`src/rtl/sysbus_arbiter.sv`:
```
// Two-master round-robin arbiter that sequences the four-phase multiplexed
// memory cycle (address setup/hold, data setup/hold) for the granted master.
module sysbus_arbiter (
  input  logic        Clock,
  input  logic        nReset,
  input  logic        Req0,
  input  logic        Req1,
  input  logic        RnW0,
  input  logic        RnW1,
  input  logic [63:0] Addr0,
  input  logic [63:0] Addr1,
  input  logic [63:0] WData0,
  input  logic [63:0] WData1,
  output logic        Ack0,
  output logic        Ack1,
  output logic [63:0] RData,
  output logic [1:0]  Grant,
  output logic [63:0] BusOut,
  output logic        BusOE,
  input  logic [63:0] BusIn,
  output logic        nME,
  output logic        nALE,
  output logic        RnW,
  output logic        nOE
);

  typedef enum logic [2:0] {
    IDLE   = 3'd0,
    ASETUP = 3'd1,
    AHOLD  = 3'd2,
    DSETUP = 3'd3,
    DHOLD  = 3'd4
  } state_t;

  state_t      state_reg, state_next;
  logic        owner_reg, owner_next;
  logic        last_grant_reg, last_grant_next;
  logic        rnw_reg, rnw_next;
  logic [63:0] addr_reg, addr_next;
  logic [63:0] wdata_reg, wdata_next;
  logic [63:0] rdata_reg, rdata_next;

  logic [1:0]  req_vec;
  logic [1:0]  eligible;
  logic [1:0]  ack_vec;
  logic [1:0]  grant_vec;
  logic        arb_point;
  logic        any_eligible;
  logic        winner;

  assign req_vec   = {Req1, Req0};
  assign arb_point = (state_reg == IDLE) || (state_reg == DHOLD);

  // The owner's own request is masked in DHOLD so a master still holding Req
  // through its Ack cannot be serviced twice.
  generate
    for (genvar gi = 0; gi < 2; gi++) begin : g_req
      assign eligible[gi]  = req_vec[gi] &&
                             !((state_reg == DHOLD) && (owner_reg == 1'(gi)));
      assign ack_vec[gi]   = (state_reg == DHOLD) && (owner_reg == 1'(gi));
      assign grant_vec[gi] = (state_reg != IDLE) && (owner_reg == 1'(gi));
    end
  endgenerate

  assign any_eligible = |eligible;

  always_comb begin
    winner = 1'b0;
    case (eligible)
      2'b01:   winner = 1'b0;
      2'b10:   winner = 1'b1;
      2'b11:   winner = ~last_grant_reg;
      default: winner = 1'b0;
    endcase
  end

  always_comb begin
    state_next      = state_reg;
    owner_next      = owner_reg;
    last_grant_next = last_grant_reg;
    rnw_next        = rnw_reg;
    addr_next       = addr_reg;
    wdata_next      = wdata_reg;
    rdata_next      = rdata_reg;
    case (state_reg)
      ASETUP: state_next = AHOLD;
      AHOLD:  state_next = DSETUP;
      DSETUP: begin
        state_next = DHOLD;
        if (rnw_reg)
          rdata_next = BusIn;
      end
      IDLE, DHOLD: begin
        if (arb_point && any_eligible) begin
          state_next      = ASETUP;
          owner_next      = winner;
          last_grant_next = winner;
          rnw_next        = winner ? RnW1   : RnW0;
          addr_next       = winner ? Addr1  : Addr0;
          wdata_next      = winner ? WData1 : WData0;
        end else begin
          state_next = IDLE;
        end
      end
      default: state_next = IDLE;
    endcase
  end

  always_ff @(posedge Clock) begin
    if (!nReset) begin
      state_reg      <= IDLE;
      owner_reg      <= 1'b0;
      last_grant_reg <= 1'b1;
      rnw_reg        <= 1'b1;
      addr_reg       <= 64'h0;
      wdata_reg      <= 64'h0;
      rdata_reg      <= 64'h0;
    end else begin
      state_reg      <= state_next;
      owner_reg      <= owner_next;
      last_grant_reg <= last_grant_next;
      rnw_reg        <= rnw_next;
      addr_reg       <= addr_next;
      wdata_reg      <= wdata_next;
      rdata_reg      <= rdata_next;
    end
  end

  // Strobes are decoded purely from registered state; Req never reaches them.
  always_comb begin
    nME    = 1'b1;
    nALE   = 1'b1;
    RnW    = 1'b1;
    nOE    = 1'b1;
    BusOE  = 1'b0;
    BusOut = 64'h0;
    case (state_reg)
      ASETUP: begin
        BusOE  = 1'b1;
        BusOut = addr_reg;
      end
      AHOLD: begin
        nME    = 1'b0;
        nALE   = 1'b0;
        BusOE  = 1'b1;
        BusOut = addr_reg;
      end
      DSETUP, DHOLD: begin
        nME  = (state_reg == DHOLD);
        nALE = 1'b0;
        if (rnw_reg) begin
          nOE = 1'b0;
        end else begin
          RnW    = 1'b0;
          BusOE  = 1'b1;
          BusOut = wdata_reg;
        end
      end
      default: begin
        nME = 1'b1;
      end
    endcase
  end

  assign Ack0  = ack_vec[0];
  assign Ack1  = ack_vec[1];
  assign Grant = grant_vec;
  assign RData = rdata_reg;

endmodule

```
`config.mk`:
```
export PLATFORM = sky130hd
export DESIGN_NAME = sysbus_arbiter
export DESIGN_NICKNAME = d
export VERILOG_FILES = /design/src/rtl/sysbus_arbiter.sv
export SDC_FILE = /design/constraint.sdc
export NUM_CORES = 1
export LEC_CHECK = 0
export CORE_AREA = 4 4 176 178
export CTS_CLUSTER_DIAMETER = 100
export DETAILED_ROUTE_END_ITERATION = 10
export DIE_AREA = 0 0 180 182
export GPL_TIMING_DRIVEN = 0
export PLACE_DENSITY = 0.64
export SLEW_MARGIN = 20
export SYNTH_ARGS = -nofsm -noshare
export SYNTH_HDL_FRONTEND = slang
export SYNTH_SLANG_ARGS = --single-unit
```
`constraint.sdc`:
```
create_clock -name Clock -period 1.9 [get_ports Clock]
set_clock_uncertainty 0.2 [all_clocks]
set_input_delay 0.285 -clock Clock [delete_from_list [all_inputs] [get_ports Clock]]
set_output_delay 0.285 -clock Clock [all_outputs]
set_load 0.02 [all_outputs]
```
==> results of run 1 <==
## per-layer routing
metal | wire length [µm] | vias to the layer above | share of wire (%)
li1 | - | 4990 | -
met1 | 17600 | 4930 | 40
met2 | 22400 | 409 | 51
met3 | 2910 | 67 | 6.6
met4 | 1320 | 0 | 3.0
met5 | 0 | - | 0
## final cells by class
cell class              instances  area share (%)
well taps                     390            2.73
repair buffers                528            33.2
flip-flops and latches        198            22.2
clock inverters                14           0.995
clock buffers                  18            2.40
multi-input cells             807            33.1
plain buffers                 103            5.18
inverters                       4          0.0981
diodes                          2          0.0280
## cell usage after synthesis
cell,instances,area share (%)
nand2_1,263,11
a21oi_1,256,15
dfxtp_1,198,45
o21ai_0,128,7.3
a22o_1,64,6.4
buf_2,43,2.5
a21boi_1,36,3.1
clkbuf_1,32,1.4
a21boi_0,29,2.5
buf_4,11,0.94
clkbuf_2,9,0.52
buf_6,7,0.90
nor2_1,7,0.30
buf_1,4,0.17
inv_1,4,0.17
and3_1,3,0.21
nand3_1,2,0.11
a21oi_2,1,0.10
a221oi_1,1,0.10
and2_1,1,0.072
and2b_1,1,0.086
mux2_4,1,0.17
nand3_2,1,0.11
nand4bb_1,1,0.13
nor2b_1,1,0.072
nor3_1,1,0.057
nor3b_2,1,0.14
o211a_1,1,0.11
o211ai_1,1,0.086
o21a_1,1,0.086
o21ai_1,1,0.057
o221a_4,1,0.23
o221ai_4,1,0.30
or2_2,1,0.072
or3b_4,1,0.13
xnor2_1,1,0.10
## worst paths after layout
check                                  start       endpoint  cells past startpoint
worst max-delay path            state_reg[0]      BusOut[4]                      8
worst min register to register     RData[48]      RData[48]                      2
worst max register to register  state_reg[0]  wdata_reg[48]                     12
worst min-delay path               BusIn[42]      RData[42]                      3
## cells by family after synthesis
logic type | count (synthesis) | synth area share [%]
AO/OA/AOI/OAI | 521 | 35.1
XOR/XNOR | 1 | 0.100
buffers and inverters | 110 | 6.54
flip-flops | 198 | 45.3
multiplexers | 1 | 0.172
AND/OR/NAND/NOR | 284 | 12.8
## critical path: cells and delay by family, from the launching register on
family	cells	cell delay (ps)
flip-flops	1	330
AO/OA/AOI/OAI	2	310
AND/OR/NAND/NOR	1	420
buffers and inverters	5	680
## repair_timing
action,4_1_cts,5_1_grt
gates cloned,6,18
endpoints found under the hold margin,0,0
gates resized for setup,489,599
pin swaps,8,165
setup endpoints to repair,245,323
buffers inserted,17,34
## report_power, final
group	internal, µW	total (µW)	switching [µW]
Clock	1900	3840	1940
Combinational	3730	8030	4300
Sequential	4980	5530	548
Total	10600	17400	6790
## through the flow
step / worst slack (ps) / power, µW
after global routing: -835 / 18200
after floorplan: -5.37 / 8980
after CTS: -786 / 15900
final: -762 / 17400
after global placement: -900 / 11600
after detailed placement: -906 / 11700
==> summary.txt, run 1 <==
Die
  • Chip width: 180 µm
  • IO Pins: 463
  • Full die area: 0.0328 mm²
  • FP Rows: 63
  • Chip height: 182 µm
  • Starting Density: 29.7%
  • Area of the core: 0.0294 mm²

Outcome
  • Status: finished with violations
  • Failing checks: negative setup slack

Yosys
  • Cells after synthesis: 1115
  • Seq cells post-synth: 198
  • Syn Area/Cell: 7.84 µm²
  • Synth cell types: 36
  • Register area share after synthesis: 45.3%
  • Ys Warns: 0
  • Mapped Area: 0.00874 mm²
  • Post-Syn Nets: 1441

Timing
  • RSZ-0062 raised after global routing: true
  • # setup viols final: 228
  • Fin. max-slew vios: 0
  • Setup TNS: -83420 ps
  • Final Cycle Share: 140%
  • Highest Clock Rate: 376 MHz
  • Worst Setup Slack, final: -762 ps
  • Hold Worst Slack: 188 ps
  • Slew HR: 53.9%
  • Final Hold Violating Endpoints: 0
  • Tightest Pin Transition: 691 ps
  • Period minus WS final: 2660 ps

Clocking
  • Hold_buf cts: 0
  • Depth of the CTS H-tree: 4
  • Clock transition at path regs: 80 ps
  • CTS buffer count: 17
  • Sink Count: 198
  • Longest Clk Path Bufs: 2
  • Worst-Skew Late Latency: 430 ps
  • Root buffer cell: clkbuf_16
  • CTS tree: built

Final layout
  • Final Cell Area: 0.0179 mm²
  • Area Growth Syn to Fin: 104%
  • Register Area: 0.00397 mm²
  • Util after Layout: 60.7%
  • Final Non-Filler Cells: 2064
  • Area taken by multi-input logic gates: 0.00592 mm²
  • NumNets Final: 1985
  • Commonest non-fill, non-tap cell in the layout: clkdlybuf4s50_1
  • Commonest cells after routing, fill and taps aside: 329 x clkdlybuf4s50_1, 194 x dfxtp_1, 142 x nand2_1, 128 x o21ai_0, 128 x a21oi_2
  • Fill cell count: 2436
  • Share of layout cells above drive strength 1: 33.6%

Global route
  • Vias in the first global route: 10200
  • Met1 usage: 28.1%
  • GRT Total Usage: 23.8%
  • Most crowded layer after global routing: met2
  • Wire length of the first global-routing pass: 60.7 mm
  • GR Util met3: 6.25%
  • Pin count of the biggest net entering global routing: 21
  • GR Overflow Total: 0
  • Met2 track demand over resource: 41.9%
  • Number of antenna violations at the first check in global routing: 3

Drt
  • Routed WL: 44.3 mm
  • DRT Pass-1 Iters: 5
  • Vias per cell: 5.04
  • # DRC: 0
  • Vias: 10400
  • Starting DRC count in detailed routing: 538
  • Detail Route Antenna Nets: 0
  • Routed len/inst: 21.5 µm

Min path
  • Worst min-delay path category: in -> reg

Place
  • Placed Cells incl. Taps: 1966
  • PortBufs: 461
  • Placer Congestion: 0.879
  • Post-DP HPWL: 31.0 mm
  • Post-DP Area: 0.0142 mm²

Critical path
  • Crit end category: primary output
  • R2R setup slack: -380 ps
  • WS Path Type: reg -> out
  • Crit path top cell by count: buf_6
  • Slowest-stage cell, CP: or3b_4
  • Max stage delay on crit path: 420 ps
  • CP Max Fanout: 10
  • CP startpoint kind: flop
  • Required @ worst endpoint: 1410 ps
  • Critical Path AT: 2180 ps
  • Worst-path cell chain: buf_6, or3b_4, a21oi_4, buf_6, buf_12, buf_12, a22o_4, buf_6

Run
  • Maxcap violations: 0

Pwr
  • Pwr dens: 975 mW/mm²
  • Max IR drop VDD: 585 µV
  • P_leak: 0.00803 µW
(Power assumes the default switching activity.)
==> run 2, diff against run 1 <==
ABC_CLOCK_PERIOD_IN_PS = 1900   (was not set)
==> results of run 2 <==
Final layout, timing and power as in run 1 (identical DEF).
